[config.mk]
export PLATFORM = sky130hd
export DESIGN_NAME = fpu_operand_driver
export DESIGN_NICKNAME = d
export VERILOG_FILES = /design/src/rtl/fpu_operand_driver.sv
export SDC_FILE = /design/constraint.sdc
export NUM_CORES = 1
export LEC_CHECK = 0
export ABC_AREA = 0
export CORE_MARGIN = 1.5
export CORE_UTILIZATION = 35
export CTS_CLUSTER_DIAMETER = 50
export DETAILED_ROUTE_END_ITERATION = 8
export SKIP_CTS_REPAIR_TIMING = 1
export SYNTH_ARGS = -nofsm -noshare
export SYNTH_HDL_FRONTEND = slang
export SYNTH_SLANG_ARGS = --single-unit
[constraint.sdc]
create_clock -name clk -period 2.5 [get_ports clk]
set_clock_uncertainty 0.1 [all_clocks]
set_input_delay 0.25 -clock clk [delete_from_list [all_inputs] [get_ports clk]]
set_output_delay 0.25 -clock clk [all_outputs]
set_load 0.02 [all_outputs]
[src/rtl/fpu_operand_driver.sv]
// Initiator for the FPU stb/ack protocol. It sends operand A, then operand B, collects Z and buffers the results in a FIFO.
// Optional build macro FPU_DRV_TIMEOUT_EN: adds a WAIT_Z watchdog, an fpu_rst pulse and error-tagged results.
module fpu_operand_driver #(
    parameter int RES_DEPTH = 4
`ifdef FPU_DRV_TIMEOUT_EN
    , parameter int TIMEOUT_CYCLES = 1024
`endif
) (
    input  logic        clk,
    input  logic        rst,
    input  logic        cmd_valid,
    output logic        cmd_ready,
    input  logic [31:0] cmd_a,
    input  logic [31:0] cmd_b,
    input  logic [1:0]  cmd_op,
    output logic [31:0] input_a,
    output logic        input_a_stb,
    input  logic        input_a_ack,
    output logic [31:0] input_b,
    output logic        input_b_stb,
    input  logic        input_b_ack,
    output logic [1:0]  op_sel,
    input  logic [31:0] output_z,
    input  logic        output_z_stb,
    output logic        output_z_ack,
    output logic [31:0] res_data,
    output logic        res_valid,
    input  logic        res_ready,
    output logic        res_err,
`ifdef FPU_DRV_TIMEOUT_EN
    output logic        fpu_rst,
`endif
    output logic        busy
);
    localparam int AW = (RES_DEPTH > 1) ? $clog2(RES_DEPTH) : 1;
    localparam int CW = AW + 1;
    localparam logic [CW-1:0] FULL_CNT = CW'(RES_DEPTH);
`ifdef FPU_DRV_TIMEOUT_EN
    localparam int EW = 33;
    localparam logic [15:0] TO_LAST = 16'(TIMEOUT_CYCLES - 1);
    localparam logic [31:0] ABORT_NAN = 32'h7FC0_0000;
`else
    localparam int EW = 32;
`endif

    typedef enum logic [1:0] {IDLE, SEND_A, SEND_B, WAIT_Z} state_e;

    state_e        state_q, state_d;
    logic [31:0]   input_a_q, input_a_d;
    logic [31:0]   input_b_q, input_b_d;
    logic [1:0]    op_sel_q, op_sel_d;
    logic          a_stb_q, a_stb_d;
    logic          b_stb_q, b_stb_d;
    logic [AW-1:0] wr_ptr_q, wr_ptr_d;
    logic [AW-1:0] rd_ptr_q, rd_ptr_d;
    logic [CW-1:0] count_q, count_d;
    logic [EW-1:0] mem_q [RES_DEPTH];
    logic [EW-1:0] push_entry;
    logic          push, pop, z_ack;
`ifdef FPU_DRV_TIMEOUT_EN
    logic [15:0]   timer_q, timer_d;
    logic          fpu_rst_q, fpu_rst_d;
`endif

    assign cmd_ready = (state_q == IDLE) && (count_q != FULL_CNT);
    assign pop       = (count_q != '0) && res_ready;

    // NOTE: every comb output gets a default first, so no path can infer a latch.
    always_comb begin
        state_d    = state_q;
        input_a_d  = input_a_q;
        input_b_d  = input_b_q;
        op_sel_d   = op_sel_q;
        a_stb_d    = a_stb_q;
        b_stb_d    = b_stb_q;
        push       = 1'b0;
        push_entry = EW'(output_z);
        z_ack      = 1'b0;
`ifdef FPU_DRV_TIMEOUT_EN
        timer_d    = timer_q;
        fpu_rst_d  = 1'b0;
`endif
        case (state_q)
            IDLE: begin
                if (cmd_valid && cmd_ready) begin
                    input_a_d = cmd_a;
                    input_b_d = cmd_b;
                    op_sel_d  = cmd_op;
                    a_stb_d   = 1'b1;
                    state_d   = SEND_A;
                end
            end
            SEND_A: begin
                if (a_stb_q && input_a_ack) begin
                    a_stb_d = 1'b0;
                    b_stb_d = 1'b1;
                    state_d = SEND_B;
                end
            end
            SEND_B: begin
                if (b_stb_q && input_b_ack) begin
                    b_stb_d = 1'b0;
`ifdef FPU_DRV_TIMEOUT_EN
                    timer_d = '0;
`endif
                    state_d = WAIT_Z;
                end
            end
            WAIT_Z: begin
                // The ack is combinational, so the transfer and the push happen in the same cycle.
                if (output_z_stb) begin
                    z_ack   = 1'b1;
                    push    = 1'b1;
                    state_d = IDLE;
                end
`ifdef FPU_DRV_TIMEOUT_EN
                else if (timer_q == TO_LAST) begin
                    push       = 1'b1;
                    push_entry = {1'b1, ABORT_NAN};
                    fpu_rst_d  = 1'b1;
                    state_d    = IDLE;
                end else begin
                    timer_d = timer_q + 16'd1;
                end
`endif
            end
            default: state_d = IDLE;
        endcase
    end

    always_comb begin
        wr_ptr_d = push ? wr_ptr_q + AW'(1) : wr_ptr_q;
        rd_ptr_d = pop ? rd_ptr_q + AW'(1) : rd_ptr_q;
        count_d  = count_q;
        case ({push, pop})
            2'b10:   count_d = count_q + CW'(1);
            2'b01:   count_d = count_q - CW'(1);
            default: count_d = count_q;
        endcase
    end

    // NOTE: state is updated with non-blocking assignments, so every flop samples pre-edge values.
    always_ff @(posedge clk) begin
        if (rst) begin
            state_q   <= IDLE;
            input_a_q <= '0;
            input_b_q <= '0;
            op_sel_q  <= '0;
            a_stb_q   <= 1'b0;
            b_stb_q   <= 1'b0;
            wr_ptr_q  <= '0;
            rd_ptr_q  <= '0;
            count_q   <= '0;
        end else begin
            state_q   <= state_d;
            input_a_q <= input_a_d;
            input_b_q <= input_b_d;
            op_sel_q  <= op_sel_d;
            a_stb_q   <= a_stb_d;
            b_stb_q   <= b_stb_d;
            wr_ptr_q  <= wr_ptr_d;
            rd_ptr_q  <= rd_ptr_d;
            count_q   <= count_d;
        end
    end

    // NOTE: the storage array has no reset; count_q alone determines which entries are valid.
    always_ff @(posedge clk) begin
        if (push) mem_q[wr_ptr_q] <= push_entry;
    end

`ifdef FPU_DRV_TIMEOUT_EN
    always_ff @(posedge clk) begin
        if (rst) begin
            timer_q   <= '0;
            fpu_rst_q <= 1'b0;
        end else begin
            timer_q   <= timer_d;
            fpu_rst_q <= fpu_rst_d;
        end
    end

    assign fpu_rst = fpu_rst_q;
    assign res_err = mem_q[rd_ptr_q][EW-1];
`else
    assign res_err = 1'b0;
`endif

    assign input_a      = input_a_q;
    assign input_b      = input_b_q;
    assign op_sel       = op_sel_q;
    assign input_a_stb  = a_stb_q;
    assign input_b_stb  = b_stb_q;
    assign output_z_ack = z_ack;
    assign res_data     = mem_q[rd_ptr_q][31:0];
    assign res_valid    = (count_q != '0);
    assign busy         = (state_q != IDLE);
endmodule
Yosys cells after proc, flatten, opt, wreduce, memory -nomap -nowiden
Memory sizes are Yosys's and may differ from the RTL's. A register that Yosys moved wholly into a read port is not among the register bits.
Cells that the tools add are included.
- equal/unequal tests: 10
- mux-type cells: 18
- add/sub/neg operators: 4
- reduce and logical (&&, ||, !) cells: 15
- operator list (operator ; count):
    $mux W2 ; 6
    $mux W1 ; 8
    $pmux W2 S4 ; 1
    $reduce_bool A2 Y1 ; 4
    $eq A2 B2 Y1 const B ; 3
    $ne A2 B2 Y1 const B ; 3
    $pmux W3 S2 ; 1
    $reduce_and A3 Y1 ; 2
    $logic_and A1 B1 Y1 ; 5
    $add A2 B1 Y2 const B ; 2
    $eq A2 B1 Y1 const B ; 2
    $pmux W1 S2 ; 2
    $reduce_and A4 Y1 ; 1
    $add A3 B1 Y3 const B ; 1
    $ne A3 B3 Y1 const B ; 1
    $reduce_bool A3 Y1 ; 1
    $sub A3 B1 Y3 const B ; 1
    $logic_not A2 Y1 ; 1
    $ne A2 B1 Y1 const B ; 1
    $reduce_and A2 Y1 ; 1
- bits in registers: 77
- memory bits (writable): 128
- bits of input ports: 105
- memories: 1
- memory list (memory ; depth ; width ; read ports ; clocked after Yosys merged registers in ; write ports ; line ; RTL):
    mem_q ; 4 ; 32 ; 1 ; 1 ; 1 ; 57 ; logic [EW-1:0] mem_q [RES_DEPTH];

Logic depth before layout (Yosys ltp)
Gate-level depths: netlist (run 1).
- word-level depth: 5
- mapped depth: 8
- depth with buffers taken out: 8

Worst setup path before layout (run 1)
No wires, ideal clock.
- path type: register to register
- start point: register state_q[0]
- end point: register count_q[2]
- buffers on the path: 0
- path slack: 0.480 ns
- clock period less this slack: 2.020 ns
- stages on the path, launching flop included: 9
- arrival: 1.850 ns
- required time: 2.330 ns
- cell sequence: dfxtp_1 > ha_1 > nand2_1 > ha_1 > inv_1 > fa_1 > xor2_1 > or3_1 > a21oi_1
- longest elaborated chain between the ends: 4
- ends and longest elaborated chain (element ; line ; RTL):
    from (decl) ; 48 ; state_e state_q, state_d;
    from (signal assigned) ; 155 ; state_q <= state_d;
    $eq A2 B2 Y1 (*) ; 83 ; case (state_q)
    $mux W1 (*) ; 83 ;
    $eq A2 B1 Y1 / $eq A2 B2 Y1 (equally long branches) ; 135 ; case ({push, pop})
    $pmux W3 S2 / $reduce_bool A2 Y1 (equally long branches) ; n/a ;
    to (signal assigned) ; 163 ; count_q <= count_d;
    to (decl) ; 56 ; logic [CW-1:0] count_q, count_d;
Every way passes the cells marked *; elsewhere a longest branch is shown, timed or not.
A chain may end at the register's enable or synchronous reset.

Final worst setup path (run 1)
Ends and elaborated chain as after synthesis.

==> results.sh, run 1 <==
export IMPL_critPathCaptureType="register"
export IMPL_rsz0062_at_grt="false"
export IMPL_num_fill_cells=1770
export IMPL_rows=53
export IMPL_nets=871
export IMPL_synth_warnings=0
export IMPL_grt_max_degree=67
export IMPL_io_buffers=208
export IMPL_reg2reg_depth=8
export IMPL_synth_cells=538
export IMPL_setup_tns_ns=0
export IMPL_cp_max_fo=6
export IMPL_place_detailed_hpwl_um=11300
export IMPL_leakage_nw=4.01
export IMPL_crit_chain="ha_1 > nand2_1 > ha_1 > inv_1 > fa_1 > xor2_1 > or3_1 > a21oi_1"
export IMPL_critPathLaunch="state_q[0]"
export IMPL_die_h_um=151
export IMPL_finalHoldViolCount=0
export IMPL_synth_edff_count=128
export IMPL_clk_pin_slew_ns=0.06
export IMPL_cp_required_ns=2.84
export IMPL_grt_pass1_vias=5171
export IMPL_cts_root_buf="clkbuf_16"
export IMPL_vias=4967
export IMPL_setup_viol=0
export IMPL_syn_area_um2=7620
export IMPL_totalWireLength_um=17700
export IMPL_ys_flop_type="edfxtp_1"
export IMPL_worst_path_most_repeated_cell="ha_1"
export IMPL_power_per_cell_area_nw_per_um2=857
export IMPL_postSynthAreaPerCell_um2=14.2
export IMPL_hold_depth=2
export IMPL_cp_start_kind="register"
export IMPL_cts_sinks=207
export IMPL_grt_antenna_before_repair=0
export IMPL_worst_ep_arrival_time_ns=2.59
export IMPL_max_freq_mhz=445
export IMPL_drc=0
export IMPL_worstMarginPinSlew_ns=0.665
export IMPL_grt_pass1_wl_um=27000
export IMPL_ys_seq_area_share_pct=71.2
export IMPL_cts_tree="done"
export IMPL_cts_made_buffers=26
export IMPL_crit_type="reg -> reg"
export IMPL_antenna_cells=0
export IMPL_final_util_pct=51.8
export IMPL_yosysUniqueCellTypes=31
export IMPL_drv_slew=0
export IMPL_cap_violations=0
export IMPL_initial_utilization_pct=36.0
export IMPL_routabilityCongestion=0.764
export IMPL_outcome="complete, no violations"
export IMPL_drive_above_1_share_pct=12.0
export IMPL_die_w_um=151
export IMPL_peakVddDrop_v=0.000575
export IMPL_die_area_um2=22700
export IMPL_cts_buffer_depth=3
export IMPL_regToRegStartpoint="state_q[0]"
export IMPL_core_area_um2=21200
export IMPL_fin_crit_ns=2.25
export IMPL_h_tree_depth=1
export IMPL_first_pass_iters=7
export IMPL_synth_seq_cells=207
export IMPL_synthArstFlopShare_pct=0
export IMPL_pin_count=210
export IMPL_area_delta_synth_final_pct=43.9
export IMPL_grt_overflow_total=0
export IMPL_min_from="rst"
export IMPL_drt_initial_drc_count=152
export IMPL_clock_latency_ns=0.51
export IMPL_detail_route_antenna_nets=0
export IMPL_period_share_pct=89.9
export IMPL_grtUsageTotal_pct=15.3
export IMPL_synthesis_nets=653
export IMPL_vias_per_cell=4.73
export IMPL_cpPeakStageDelay_ns=0.38
export IMPL_hold_class="in -> reg"
export IMPL_slew_headroom_pct=55.7
export IMPL_crit_slowest_cell="fa_1"
export IMPL_wire_per_inst_um=16.9
## cells in the mapped netlist, types with 2 or more instances
cell type	n	share of area [%]
nand2_1	138	6.8
xnor2_1	2	0.23
or3_1	3	0.25
a21oi_1	72	4.7
ha_1	9	1.5
inv_1	11	0.54
nor2_1	10	0.49
xor2_1	3	0.35
a211oi_1	2	0.20
mux4_2	32	9.5
buf_2	9	0.59
clkbuf_1	14	0.69
edfxtp_1	128	50
buf_4	2	0.20
buf_6	5	0.74
dfxtp_1	79	21
and3_1	5	0.41
## logic make-up (layout without fill, tap and decap cells)
logic type / after synthesis / in the layout / synth area share (%)
simple gates: 159 / 159 / 8.39
buf+inv: 43 / 281 / 2.86
flops: 207 / 207 / 71.2
mux: 32 / 32 / 9.46
xor+xnor: 5 / 5 / 0.575
fa+ha+maj: 10 / 10 / 1.74
other cells: 1 / 1 / 0.0492
compound gates: 81 / 81 / 5.70
## per-layer routing
metal | wire [um] | part of all wire, % | up-vias | global-route usage [%]
met5 | 0 | 0 | - | 0
met4 | 276 | 1.6 | 0 | 3.97
met2 | 8430 | 48 | 202 | 25.4
met1 | 7100 | 40 | 2360 | 18.5
li1 | - | - | 2378 | -
met3 | 1920 | 11 | 27 | 5.88
## flip-flops by register name (all words and copies together), names as in the netlist, named ones only
name         flops
count_q          3
input_a         32
input_a_stb      1
input_b         32
input_b_stb      1
mem_q          128
op_sel           2
rd_ptr_q         2
state_q          2
wr_ptr_q         2
## report_power, final
part	total (W)	internal (W)	leakage [nW]	switching, W
Sequential	0.00402	0.00388	1.80	0.000140
Clock	0.00338	0.00198	0.380	0.00140
Combinational	0.00200	0.000906	1.83	0.00110
Total	0.00940	0.00676	4.01	0.00263
## final cells by class
cell class | instances | area (um^2) | share of cell area, %
timing repair buffer | 221 | 2370 | 21.6
sequential | 207 | 5430 | 49.5
multi-input combinational | 288 | 1990 | 18.1
inverter | 12 | 45.0 | 0.411
clock buffer | 32 | 694 | 6.34
clock inverter | 16 | 95.1 | 0.868
tap | 275 | 344 | 3.14
## path summary, 6_finish.rpt
| path | end | slack (ns) |
|---|---|---|
| hold reg to reg | input_b[23] | 0.36 |
| setup reg to reg | count_q[2] | 0.25 |
| hold / removal | rd_ptr_q[0] | 0.06 |
| setup / recovery | count_q[2] | 0.25 |
## through the flow
stage	cells	instance area, um^2	setup slack (ns)	hold WS, ns	total power (W)
floorplan	538	7620	0.480	0.249	0.00521
global placement	1002	10100	0.225	0.341	0.00605
detailed placement	1002	10100	0.161	0.348	0.00611
CTS	1050	10800	-0.169	0.0363	0.00954
global route	1051	11000	0.0944	0.0670	0.00983
finish	1051	11000	0.252	0.0630	0.00940
## layout by cell type (no fill, tap or decap), types with 3 or more instances in the layout
| cell | instances |
|---|---|
| clkbuf_16 | 28 |
| nand2_1 | 138 |
| clkbuf_1 | 5 |
| mux4_2 | 32 |
| edfxtp_1 | 128 |
| clkdlybuf4s50_1 | 172 |
| buf_12 | 7 |
| dlymetal6s2s_1 | 35 |
| inv_6 | 3 |
| dfxtp_1 | 77 |
| xor2_1 | 3 |
| ha_1 | 9 |
| and3_2 | 4 |
| inv_1 | 11 |
| buf_4 | 5 |
| clkinv_1 | 7 |
| a21oi_1 | 72 |
| nor2_1 | 10 |
## critical path, delay by kind of cell, from the launching register on
kind / cells / cell delay (ns)
buffers and inverters: 1 / 0.06
and+or+nand+nor: 2 / 0.49
adders and majority gates: 3 / 0.87
AOI/OAI and AO/OA: 1 / 0.15
xor gates and xnor gates: 1 / 0.16
DFF: 1 / 0.34
Power figures use the tool's default switching activity.
==> inputs of run 2 (changes only) <==
--- a/config.mk
+++ b/config.mk
@@ -7,9 +7,10 @@
 export LEC_CHECK = 0
 export ABC_AREA = 0
 export CORE_MARGIN = 1.5
-export CORE_UTILIZATION = 35
+export CORE_UTILIZATION = 48
 export CTS_CLUSTER_DIAMETER = 50
 export DETAILED_ROUTE_END_ITERATION = 8
+export PLACE_DENSITY = 0.8
 export SKIP_CTS_REPAIR_TIMING = 1
 export SYNTH_ARGS = -nofsm -noshare
 export SYNTH_HDL_FRONTEND = slang
==> run 2 against run 1 <==
Non-clock buffer count shrank 2; setup slack lost 0.14 ns; sequential share of layout area grew 0.78 points; hold slack lost 0.035 ns; critical endpoint is now cmd_ready; largest cell class unchanged; largest power group unchanged.
==> results.sh, run 2 (synthesis gave the netlist of run 1 again) <==
export IMPL_rsz0062_at_grt="false"
export IMPL_crit_type="reg -> out"
export IMPL_vias=5008
export IMPL_first_pass_iters=4
export IMPL_critPathCaptureType="output port"
export IMPL_cts_tree="done"
export IMPL_worstMarginPinSlew_ns=0.658
export IMPL_hold_class="in -> reg"
export IMPL_cts_sinks=207
export IMPL_h_tree_depth=1
export IMPL_cap_violations=0
export IMPL_grtUsageTotal_pct=20.4
export IMPL_die_h_um=129
export IMPL_antenna_cells=0
export IMPL_final_util_pct=70.2
export IMPL_crit_slowest_cell="clkdlybuf4s50_1"
export IMPL_fin_crit_ns=2.39
export IMPL_cts_made_buffers=21
export IMPL_grt_max_degree=67
export IMPL_nets=864
export IMPL_top_register="mem_q"
export IMPL_grt_overflow_total=0
export IMPL_largest_register_ffs=128
export IMPL_crit_chain="inv_1 > ha_1 > inv_1 > nor2_1 > clkdlybuf4s50_1"
export IMPL_layout_common_cells="174 x clkdlybuf4s50_1, 138 x nand2_1, 128 x edfxtp_1"
export IMPL_setup_tns_ns=0
export IMPL_cpPeakStageDelay_ns=0.66
export IMPL_leakage_nw=3.96
export IMPL_cp_max_fo=4
export IMPL_routabilityCongestion=0.764
export IMPL_grt_pass1_vias=5309
export IMPL_hold_slack_ns=0.0279
export IMPL_rows=45
export IMPL_io_buffers=208
export IMPL_worst_ep_arrival_time_ns=2.04
export IMPL_detail_route_antenna_nets=0
export IMPL_final_common_cell="clkdlybuf4s50_1"
export IMPL_core_area_um2=15400
export IMPL_worst_path_most_repeated_cell="inv_1"
export IMPL_drt_initial_drc_count=255
export IMPL_wire_per_inst_um=17.3
export IMPL_setup_viol=0
export IMPL_max_freq_mhz=419
export IMPL_dpl_worst_slack_ns=0.0591
export IMPL_clk_pin_slew_ns=0.06
export IMPL_cp_required_ns=2.15
export IMPL_grt_antenna_before_repair=0
export IMPL_power_per_cell_area_nw_per_um2=855
export IMPL_cts_root_buf="clkbuf_16"
export IMPL_grt_pass1_wl_um=26400
export IMPL_totalWireLength_um=16800
export IMPL_layout_setup_ws_ns=0.112
export IMPL_num_fill_cells=1037
export IMPL_drc=0
export IMPL_initial_utilization_pct=49.6
export IMPL_p_total_w=0.00923
export IMPL_drive_above_1_share_pct=11.7
export IMPL_place_detailed_hpwl_um=10900
export IMPL_die_area_um2=16600
export IMPL_cts_buffer_depth=3
export IMPL_die_w_um=129
export IMPL_area_delta_synth_final_pct=41.6
export IMPL_cp_start_kind="register"
export IMPL_outcome="complete, no violations"
export IMPL_period_share_pct=95.5
export IMPL_finalHoldViolCount=0
export IMPL_pin_count=210
export IMPL_peakVddDrop_v=0.000611
export IMPL_clock_latency_ns=0.48
export IMPL_vias_per_cell=5.14
export IMPL_drv_slew=0
export IMPL_slew_headroom_pct=56.2
-- run 2: final cells by class --
| type | instances | area (um^2) | share of cell area, % |
|---|---|---|---|
| Sequential cell | 207 | 5430 | 50.3 |
| Timing Repair Buffer | 219 | 2350 | 21.8 |
| Tap cell | 211 | 264 | 2.45 |
| Clock inverter | 10 | 138 | 1.28 |
| Multi-Input combinational cell | 288 | 1990 | 18.4 |
| Inverter | 12 | 45.0 | 0.417 |
| Clock buffer | 27 | 582 | 5.39 |
-- run 2: critical path, delay by kind of cell (launching register included) --
kind	cells	cell delay [ns]
buffers and inverters	3	0.88
flip-flops	1	0.33
AND/OR/NAND/NOR	1	0.11
adder cells (fa/ha/maj)	1	0.23
-- run 2: per-stage QoR --
step / instances / cell area (um^2)
floorplan: 538 / 7620
global placement: 936 / 9960
detailed placement: 936 / 9960
CTS: 973 / 10700
global route: 974 / 10800
finish: 974 / 10800
-- run 2: report_power, final --
part,switching (W),internal [W],leakage (nW)
registers,0.000143,0.00387,1.80
clock network,0.00123,0.00197,0.354
logic,0.00111,0.000902,1.80
total,0.00249,0.00674,3.96
-- run 2: per-layer routing --
| metal | vias to the layer above | part of all wire, % | GRT usage (%) |
|---|---|---|---|
| met5 | - | 0 | 0 |
| met3 | 27 | 9.7 | 7.44 |
| met2 | 206 | 51 | 36.7 |
| met4 | 0 | 1.8 | 5.75 |
| li1 | 2354 | - | - |
| met1 | 2421 | 38 | 22.7 |
-- run 2: path summary, 6_finish.rpt --
path	from	to	slack, ns	cells after the start
hold reg to reg	input_b[20]	input_b[20]	0.35	2
hold / removal	rst	input_b[8]	0.03	2
setup / recovery	state_q[1]	cmd_ready	0.11	5
setup reg to reg	state_q[0]	count_q[2]	0.25	8
